File: config.mk
export PLATFORM = sky130hd
export DESIGN_NAME = mac_pipe
export DESIGN_NICKNAME = d
export VERILOG_FILES = /design/src/rtl/mac_pipe.sv
export SDC_FILE = /design/constraint.sdc
export NUM_CORES = 1
export LEC_CHECK = 0
export CAP_MARGIN = 20
export CORE_UTILIZATION = 55
export CTS_BUF_LIST = sky130_fd_sc_hd__clkbuf_4
export DETAILED_ROUTE_END_ITERATION = 10
export PLACE_DENSITY = 0.73
export SLEW_MARGIN = 10
export SYNTH_ARGS = -nofsm -noshare
export SYNTH_HDL_FRONTEND = slang
export SYNTH_SLANG_ARGS = --single-unit
File: constraint.sdc
create_clock -name clk -period 16.3 [get_ports clk]
set_input_delay 3.26 -clock clk [delete_from_list [all_inputs] [get_ports clk]]
set_output_delay 3.26 -clock clk [all_outputs]
set_load 0.02 [all_outputs]
File: src/rtl/mac_pipe.sv
// ---------------------------------------------------------------------------
// mac_pipe
// Streaming signed fixed-point multiply-accumulate for the LSTM gate datapath.
// Accepts one (activation, weight) term per cycle. VEC_LEN products plus a
// bias are summed into a wide accumulator. Each finished dot product is
// rounded half-up back to the input Q format and saturated. It is then held
// in a single-entry output register until the consumer takes it.
//
// Pipeline: S1 = registered product, S2 = accumulator, S3 = round/saturate
// into the output register. A stalled output (out_valid && !out_ready)
// freezes every stage and the term counter.
//
// Ports
//   clk, rst         clock; synchronous active-high reset
//   in_valid/ready   input handshake for one term
//   in_a, in_b       signed activation / weight (DATA_WIDTH, FRAC_BITS frac)
//   in_bias          signed bias, sampled with the first term of a vector
//   out_valid/ready  output handshake for one result
//   out_data         rounded, saturated dot product (same Q format as inputs)
//   out_sat          out_data was clipped
// ---------------------------------------------------------------------------
module mac_pipe #(
    parameter int DATA_WIDTH = 14,
    parameter int FRAC_BITS  = 10,
    parameter int VEC_LEN    = 16,
    parameter int ACC_WIDTH  = 34
) (
    input  logic                  clk,
    input  logic                  rst,
    input  logic                  in_valid,
    output logic                  in_ready,
    input  logic [DATA_WIDTH-1:0] in_a,
    input  logic [DATA_WIDTH-1:0] in_b,
    input  logic [DATA_WIDTH-1:0] in_bias,
    output logic                  out_valid,
    input  logic                  out_ready,
    output logic [DATA_WIDTH-1:0] out_data,
    output logic                  out_sat
);

    localparam int PROD_W = 2 * DATA_WIDTH;
    localparam int CNT_W  = (VEC_LEN > 1) ? $clog2(VEC_LEN) : 1;
    localparam logic [CNT_W-1:0] LAST_CNT = CNT_W'(VEC_LEN - 1);

    // Rounding constant and saturation limits in accumulator width
    localparam logic [ACC_WIDTH-1:0] HALF_LSB = ACC_WIDTH'(1) << (FRAC_BITS - 1);
    localparam logic signed [ACC_WIDTH-1:0] OUT_MAX =
        {{(ACC_WIDTH-DATA_WIDTH+1){1'b0}}, {(DATA_WIDTH-1){1'b1}}};
    localparam logic signed [ACC_WIDTH-1:0] OUT_MIN =
        {{(ACC_WIDTH-DATA_WIDTH+1){1'b1}}, {(DATA_WIDTH-1){1'b0}}};

    // State
    logic [CNT_W-1:0]             cnt_q, cnt_d;
    logic                         s1_valid_q, s1_valid_d;
    logic                         s1_first_q, s1_first_d;
    logic                         s1_last_q, s1_last_d;
    logic signed [PROD_W-1:0]     s1_prod_q, s1_prod_d;
    logic [DATA_WIDTH-1:0]        s1_bias_q, s1_bias_d;
    logic signed [ACC_WIDTH-1:0]  acc_q, acc_d;
    logic                         s2_done_q, s2_done_d;
    logic                         out_valid_q, out_valid_d;
    logic [DATA_WIDTH-1:0]        out_data_q, out_data_d;
    logic                         out_sat_q, out_sat_d;

    // Combinational helpers
    logic                         stall;
    logic                         accept;
    logic signed [PROD_W-1:0]     prod_full;
    logic signed [ACC_WIDTH-1:0]  prod_ext;
    logic signed [ACC_WIDTH-1:0]  bias_ext;
    logic signed [ACC_WIDTH-1:0]  rnd_sum;
    logic signed [ACC_WIDTH-1:0]  rnd_shift;

    assign stall    = out_valid_q && !out_ready;
    assign in_ready = !rst && !stall;
    assign accept   = in_valid && in_ready;

    // Operands are sign-extended to the full product width first. The
    // 2*DATA_WIDTH result is then exact, including min*min.
    assign prod_full = PROD_W'($signed(in_a)) * PROD_W'($signed(in_b));

    assign prod_ext = {{(ACC_WIDTH-PROD_W){s1_prod_q[PROD_W-1]}}, s1_prod_q};
    // The bias is in the input Q format. It is shifted up to the product's
    // 2*FRAC_BITS scale before it seeds the accumulator.
    assign bias_ext = {{(ACC_WIDTH-DATA_WIDTH-FRAC_BITS){s1_bias_q[DATA_WIDTH-1]}},
                       s1_bias_q, {FRAC_BITS{1'b0}}};

    // Round half up, then drop the extra fractional bits arithmetically
    assign rnd_sum   = acc_q + $signed(HALF_LSB);
    assign rnd_shift = rnd_sum >>> FRAC_BITS;

    always_comb begin
        cnt_d       = cnt_q;
        s1_valid_d  = s1_valid_q;
        s1_first_d  = s1_first_q;
        s1_last_d   = s1_last_q;
        s1_prod_d   = s1_prod_q;
        s1_bias_d   = s1_bias_q;
        acc_d       = acc_q;
        s2_done_d   = s2_done_q;
        out_valid_d = out_valid_q;
        out_data_d  = out_data_q;
        out_sat_d   = out_sat_q;

        if (!stall) begin
            // S1 / term counter
            s1_valid_d = accept;
            if (accept) begin
                s1_first_d = (cnt_q == '0);
                s1_last_d  = (cnt_q == LAST_CNT);
                s1_prod_d  = prod_full;
                s1_bias_d  = in_bias;
                cnt_d      = (cnt_q == LAST_CNT) ? '0 : cnt_q + CNT_W'(1);
            end

            // S2: accumulate, seeding with the bias on the first term
            s2_done_d = s1_valid_q && s1_last_q;
            if (s1_valid_q) begin
                acc_d = s1_first_q ? (bias_ext + prod_ext) : (acc_q + prod_ext);
            end

            // S3: a finished vector loads the output register. The load
            // takes priority over clearing a result consumed in this cycle.
            if (s2_done_q) begin
                out_valid_d = 1'b1;
                if (rnd_shift > OUT_MAX) begin
                    out_data_d = OUT_MAX[DATA_WIDTH-1:0];
                    out_sat_d  = 1'b1;
                end else if (rnd_shift < OUT_MIN) begin
                    out_data_d = OUT_MIN[DATA_WIDTH-1:0];
                    out_sat_d  = 1'b1;
                end else begin
                    out_data_d = rnd_shift[DATA_WIDTH-1:0];
                    out_sat_d  = 1'b0;
                end
            end else if (out_valid_q && out_ready) begin
                out_valid_d = 1'b0;
            end
        end
    end

    always_ff @(posedge clk) begin
        if (rst) begin
            cnt_q       <= '0;
            s1_valid_q  <= 1'b0;
            s1_first_q  <= 1'b0;
            s1_last_q   <= 1'b0;
            s1_prod_q   <= '0;
            s1_bias_q   <= '0;
            acc_q       <= '0;
            s2_done_q   <= 1'b0;
            out_valid_q <= 1'b0;
            out_data_q  <= '0;
            out_sat_q   <= 1'b0;
        end else begin
            cnt_q       <= cnt_d;
            s1_valid_q  <= s1_valid_d;
            s1_first_q  <= s1_first_d;
            s1_last_q   <= s1_last_d;
            s1_prod_q   <= s1_prod_d;
            s1_bias_q   <= s1_bias_d;
            acc_q       <= acc_d;
            s2_done_q   <= s2_done_d;
            out_valid_q <= out_valid_d;
            out_data_q  <= out_data_d;
            out_sat_q   <= out_sat_d;
        end
    end

    assign out_valid = out_valid_q;
    assign out_data  = out_data_q;
    assign out_sat   = out_sat_q;

endmodule

==> flow_summary_export.csv <==
group,metric,value,unit
outcome,status,"completed",
floorplanning,ios,63,
clock_tree,ctsResizeCount,0,
pwr,seqPwrFrac,10.8,%
sta,fin_crit_sh,58.88,%
grt,grt-ovfl-total,0,
clock_tree,clk_latency,460,ps
logic_synthesis,synth_seq_cells,100,
detailed_routing,route.detailed.drc,0,
clock_tree,root_buffer,"clkbuf_4",
placed_design,gp_congestion,0.9024,
finish,area_delta_synth_final,6.269,%
finish,drive_above_1_share,3.466,%
floorplanning,die_x,164.8,um
grt,grtUsageTotal,26.77,%
sta,fmax,104.2,MHz
sta,drv_slew,0,
pwr,pwr-share-comb,85.2,%
finish,fin_area,15480,sq um
setup_path,cp-startpoint,"in_a[3]",
floorplanning,die_h,164.8,um
placed_design,place_inst,2050,
floorplanning,start_util,56.07,%
setup_path,path_buf_inv,5,
finish,final_cells,2067,
clock_tree,clk_pin_slew,160,ps
floorplanning,rows,59,
detailed_routing,ant_nets,0,
clock_tree,tritoncts,"done",
sta,setup_viol,0,
worst_hold_path,hp-class,"reg -> reg",
sta,rsz0062_at_grt,"false",
worst_hold_path,min_from,"s2_done_q",
floorplanning,dieArea,27140,sq um
setup_path,cp-start-kind,"input pin",
clock_tree,ctsHtreeMaxLevel,3,
detailed_routing,wirelength,33190,um
pwr,p_per_area,196.1,nW/um^2
setup_path,endpoint_kind,"register",
logic_synthesis,synth_warnings,0,
logic_synthesis,synth_area,14570,sq um
setup_path,arrival,9930,ps
finish,layout.nets,2090,
sta,max_slew_margin,31.67,%
clock_tree,ctsHoldBuffers,0,
placed_design,place_hpwl,26390,um
setup_path,crit_slowest_cell,"clkdlybuf4s50_1",
placed_design,io_buffers,62,
pwr,p_switching,1.601,mW
clock_tree,post_cts_buffers,0,
setup_path,r2r-start,"s1_prod_q[10]",
pwr,power,3.037,mW
pwr,switching_share,52.72,%
pwr,clkPwrFrac,3.9,%
logic_synthesis,async_reset_ff_share,0,%
logic_synthesis,synth_fp_nets,2083,
sta,worst_slew_pin_slew,1025,ps
detailed_routing,drt_pass1_iterations,5,
logic_synthesis,syn_avg_cell_area,8.475,sq um
setup_path,cp_common_cell,"fa_1",
logic_synthesis,syn_inst,1719,
pwr,internal_power,1.436,mW
sta,hold_viol,0,
job,maxCapViolations,0,
setup_path,path_max_fanout,14,
pwr,ir_drop,378.3,uV
logic_synthesis,ys_types,72,
grt,grt_first_pass_wirelength,57900,um
setup_path,cpLargestDelayFamily,"adder cells",
detailed_routing,via_per_inst,5.671,
grt,grt_max_degree,102,
floorplanning,core,25980,sq um
clock_tree,numCtsBuffers,9,
sta,fin_skew,24.53,ps
clock_tree,clock-sinks,100,
detailed_routing,vias,11722,
sta,setup_tns,0,ps
setup_path,max_stage_delay,740,ps
logic_synthesis,synth_top_flop_cell,"dfxtp_1",
detailed_routing,drt-wirelength-per-cell,16.06,um
setup_path,critPathRequiredTime,16630,ps
setup_path,path_class,"in -> reg",
grt,antenna_found_initial,1,
logic_synthesis,synth_edf_count,0,
sta,fin_crit,9597,ps
placed_design,placed_cell_area,15360,sq um
detailed_routing,drt_iter0_markers,792,
setup_path,cp_cell_sequence,"clkdlybuf4s50_1, and2_1, fa_1, inv_1, fa_1, inv_1, fa_1, fa_1, fa_1, inv_1, fa_1, inv_1, ha_1, and2_1, a311o_1, a32oi_1, a31oi_1, a41oi_1, nand3b_1, a31oi_1, xor2_1, o21ai_1",
clock_tree,clock_path_buffers,2,
grt,grt_pass1_vias,11884,
logic_synthesis,yosysSeqAreaShare,13.74,%
pwr,power_leakage,7.244,nW
==> power by group through the flow <==
stage | Sequential, mW | Combinational [mW] | Clock (mW)
CTS | 0.328 | 2.61 | 0.125
floorplan | 0.314 | 2.07 | 0
detailed placement | 0.333 | 2.59 | 0
global route | 0.333 | 3.00 | 0.133
finish | 0.329 | 2.59 | 0.120
global placement | 0.332 | 2.53 | 0
==> registers in the layout, summed over array words and instances (netlist names), 4 cells and up <==
| name | cells |
|---|---|
| out_data | 14 |
| s1_prod_q | 28 |
| acc_q | 34 |
| cnt_q | 4 |
| s1_bias_q | 14 |
==> cell type report <==
type                       count  area (sq um)
inverter                     259         972.2
multi-input combinational   1289         11320
clock buffer                  10         75.07
tap                          335         419.2
antenna                        1         2.502
timing repair buffer          67         653.1
clock inverter                 6         40.04
fill                        2328         10500
sequential                   100          2002
==> cell families (layout without fill, tap and decap cells) <==
family | Yosys count | in the layout | share of synthesized area [%]
AO/OA/AOI/OAI | 293 | 293 | 13.45
XOR/XNOR | 79 | 79 | 4.749
adder cells (fa/ha/maj) | 318 | 318 | 37.46
buffers and inverters | 330 | 342 | 8.588
flip-flops | 100 | 100 | 13.74
multiplexers | 12 | 12 | 0.8331
other | 0 | 1 | 0
AND/OR/NAND/NOR | 587 | 587 | 21.18
==> worst paths after layout <==
kind                        end  slack, ps  depth (start not counted)
setup / recovery  s1_prod_q[26]       6700                         22
hold / removal        s2_done_q        490                          2
setup reg to reg      acc_q[28]      12880                         12
hold reg to reg       s2_done_q        490                          2
==> cell usage after synthesis (3+ instances only) <==
library cell / n / area, sq um
a21oi_1: 67 / 335.3
nand3_1: 25 / 125.1
nand2b_4: 9 / 123.9
nand3b_1: 41 / 307.8
a31oi_1: 11 / 68.82
o21ai_1: 6 / 30.03
o21a_1: 15 / 112.6
nand2b_1: 21 / 131.4
nor2b_1: 7 / 43.79
clkbuf_1: 63 / 236.5
mux2i_1: 11 / 110.1
a311oi_1: 7 / 61.31
a221o_1: 3 / 30.03
o211ai_1: 8 / 60.06
o21bai_1: 7 / 52.55
buf_1: 5 / 18.77
and2_1: 112 / 700.7
ha_1: 121 / 1514
nand2_1: 171 / 641.9
o21ai_0: 64 / 320.3
nor3b_1: 3 / 22.52
nor2_1: 112 / 420.4
or3_1: 11 / 68.82
xnor2_1: 51 / 446.7
nand4_1: 9 / 56.30
a21o_1: 31 / 232.7
and3_1: 13 / 81.33
inv_1: 258 / 968.4
fa_1: 197 / 3944
a211oi_2: 9 / 112.6
nor3_1: 24 / 120.1
xor2_1: 28 / 245.2
dfxtp_1: 100 / 2002
and4_1: 3 / 26.28
nor4_1: 8 / 50.05
or2_2: 5 / 31.28
o31ai_1: 10 / 75.07
a211oi_1: 30 / 225.2
o22ai_1: 4 / 25.02
==> layer usage <==
layer,global-route usage [%],vias up,share of wire (%)
li1,-,5623,-
met1,37.18,5833,47
met2,45.66,234,48
met3,2.436,32,3.7
met4,5.088,0,1.4
met5,0,-,0
==> worst min-delay path, cell delays in order (launching register included) <==
cell,delay (ps)
dfxtp_1,360
nand2_1,60
a21oi_1,50
==> metrics by stage <==
stage / setup slack (ps) / hold slack [ps] / utilization [%]
5_1_grt: 6228 / 515.7 / 59.58
3_3_place_gp: 6342 / 456.7 / 59.13
3_5_place_dp: 6228 / 465.9 / 59.13
2_1_floorplan: 7296 / 440.7 / -
6_report: 6703 / 492.4 / 59.58
4_1_cts: 6736 / 488.5 / 59.57
==> placed cells by master, fill, tap and decap left out, types with 8 or more instances in the layout <==
cell,instances
a211oi_2,9
dfxtp_1,100
nand2b_1,21
inv_1,258
o21ai_0,64
and2_1,112
clkdlybuf4s50_1,61
nand4_1,9
o211ai_1,8
a21oi_1,67
o31ai_1,10
clkbuf_4,10
fa_1,197
nand2_1,170
nor3_1,24
nor2_1,112
o21a_1,15
mux2i_1,11
nand2b_4,9
ha_1,121
nand3_1,25
a211oi_1,30
nand3b_1,41
a31oi_1,11
a21o_1,31
xnor2_1,51
xor2_1,28
and3_1,13
nor4_1,8
or3_1,11
No activity file was read; power rests on OpenSTA's default activity.
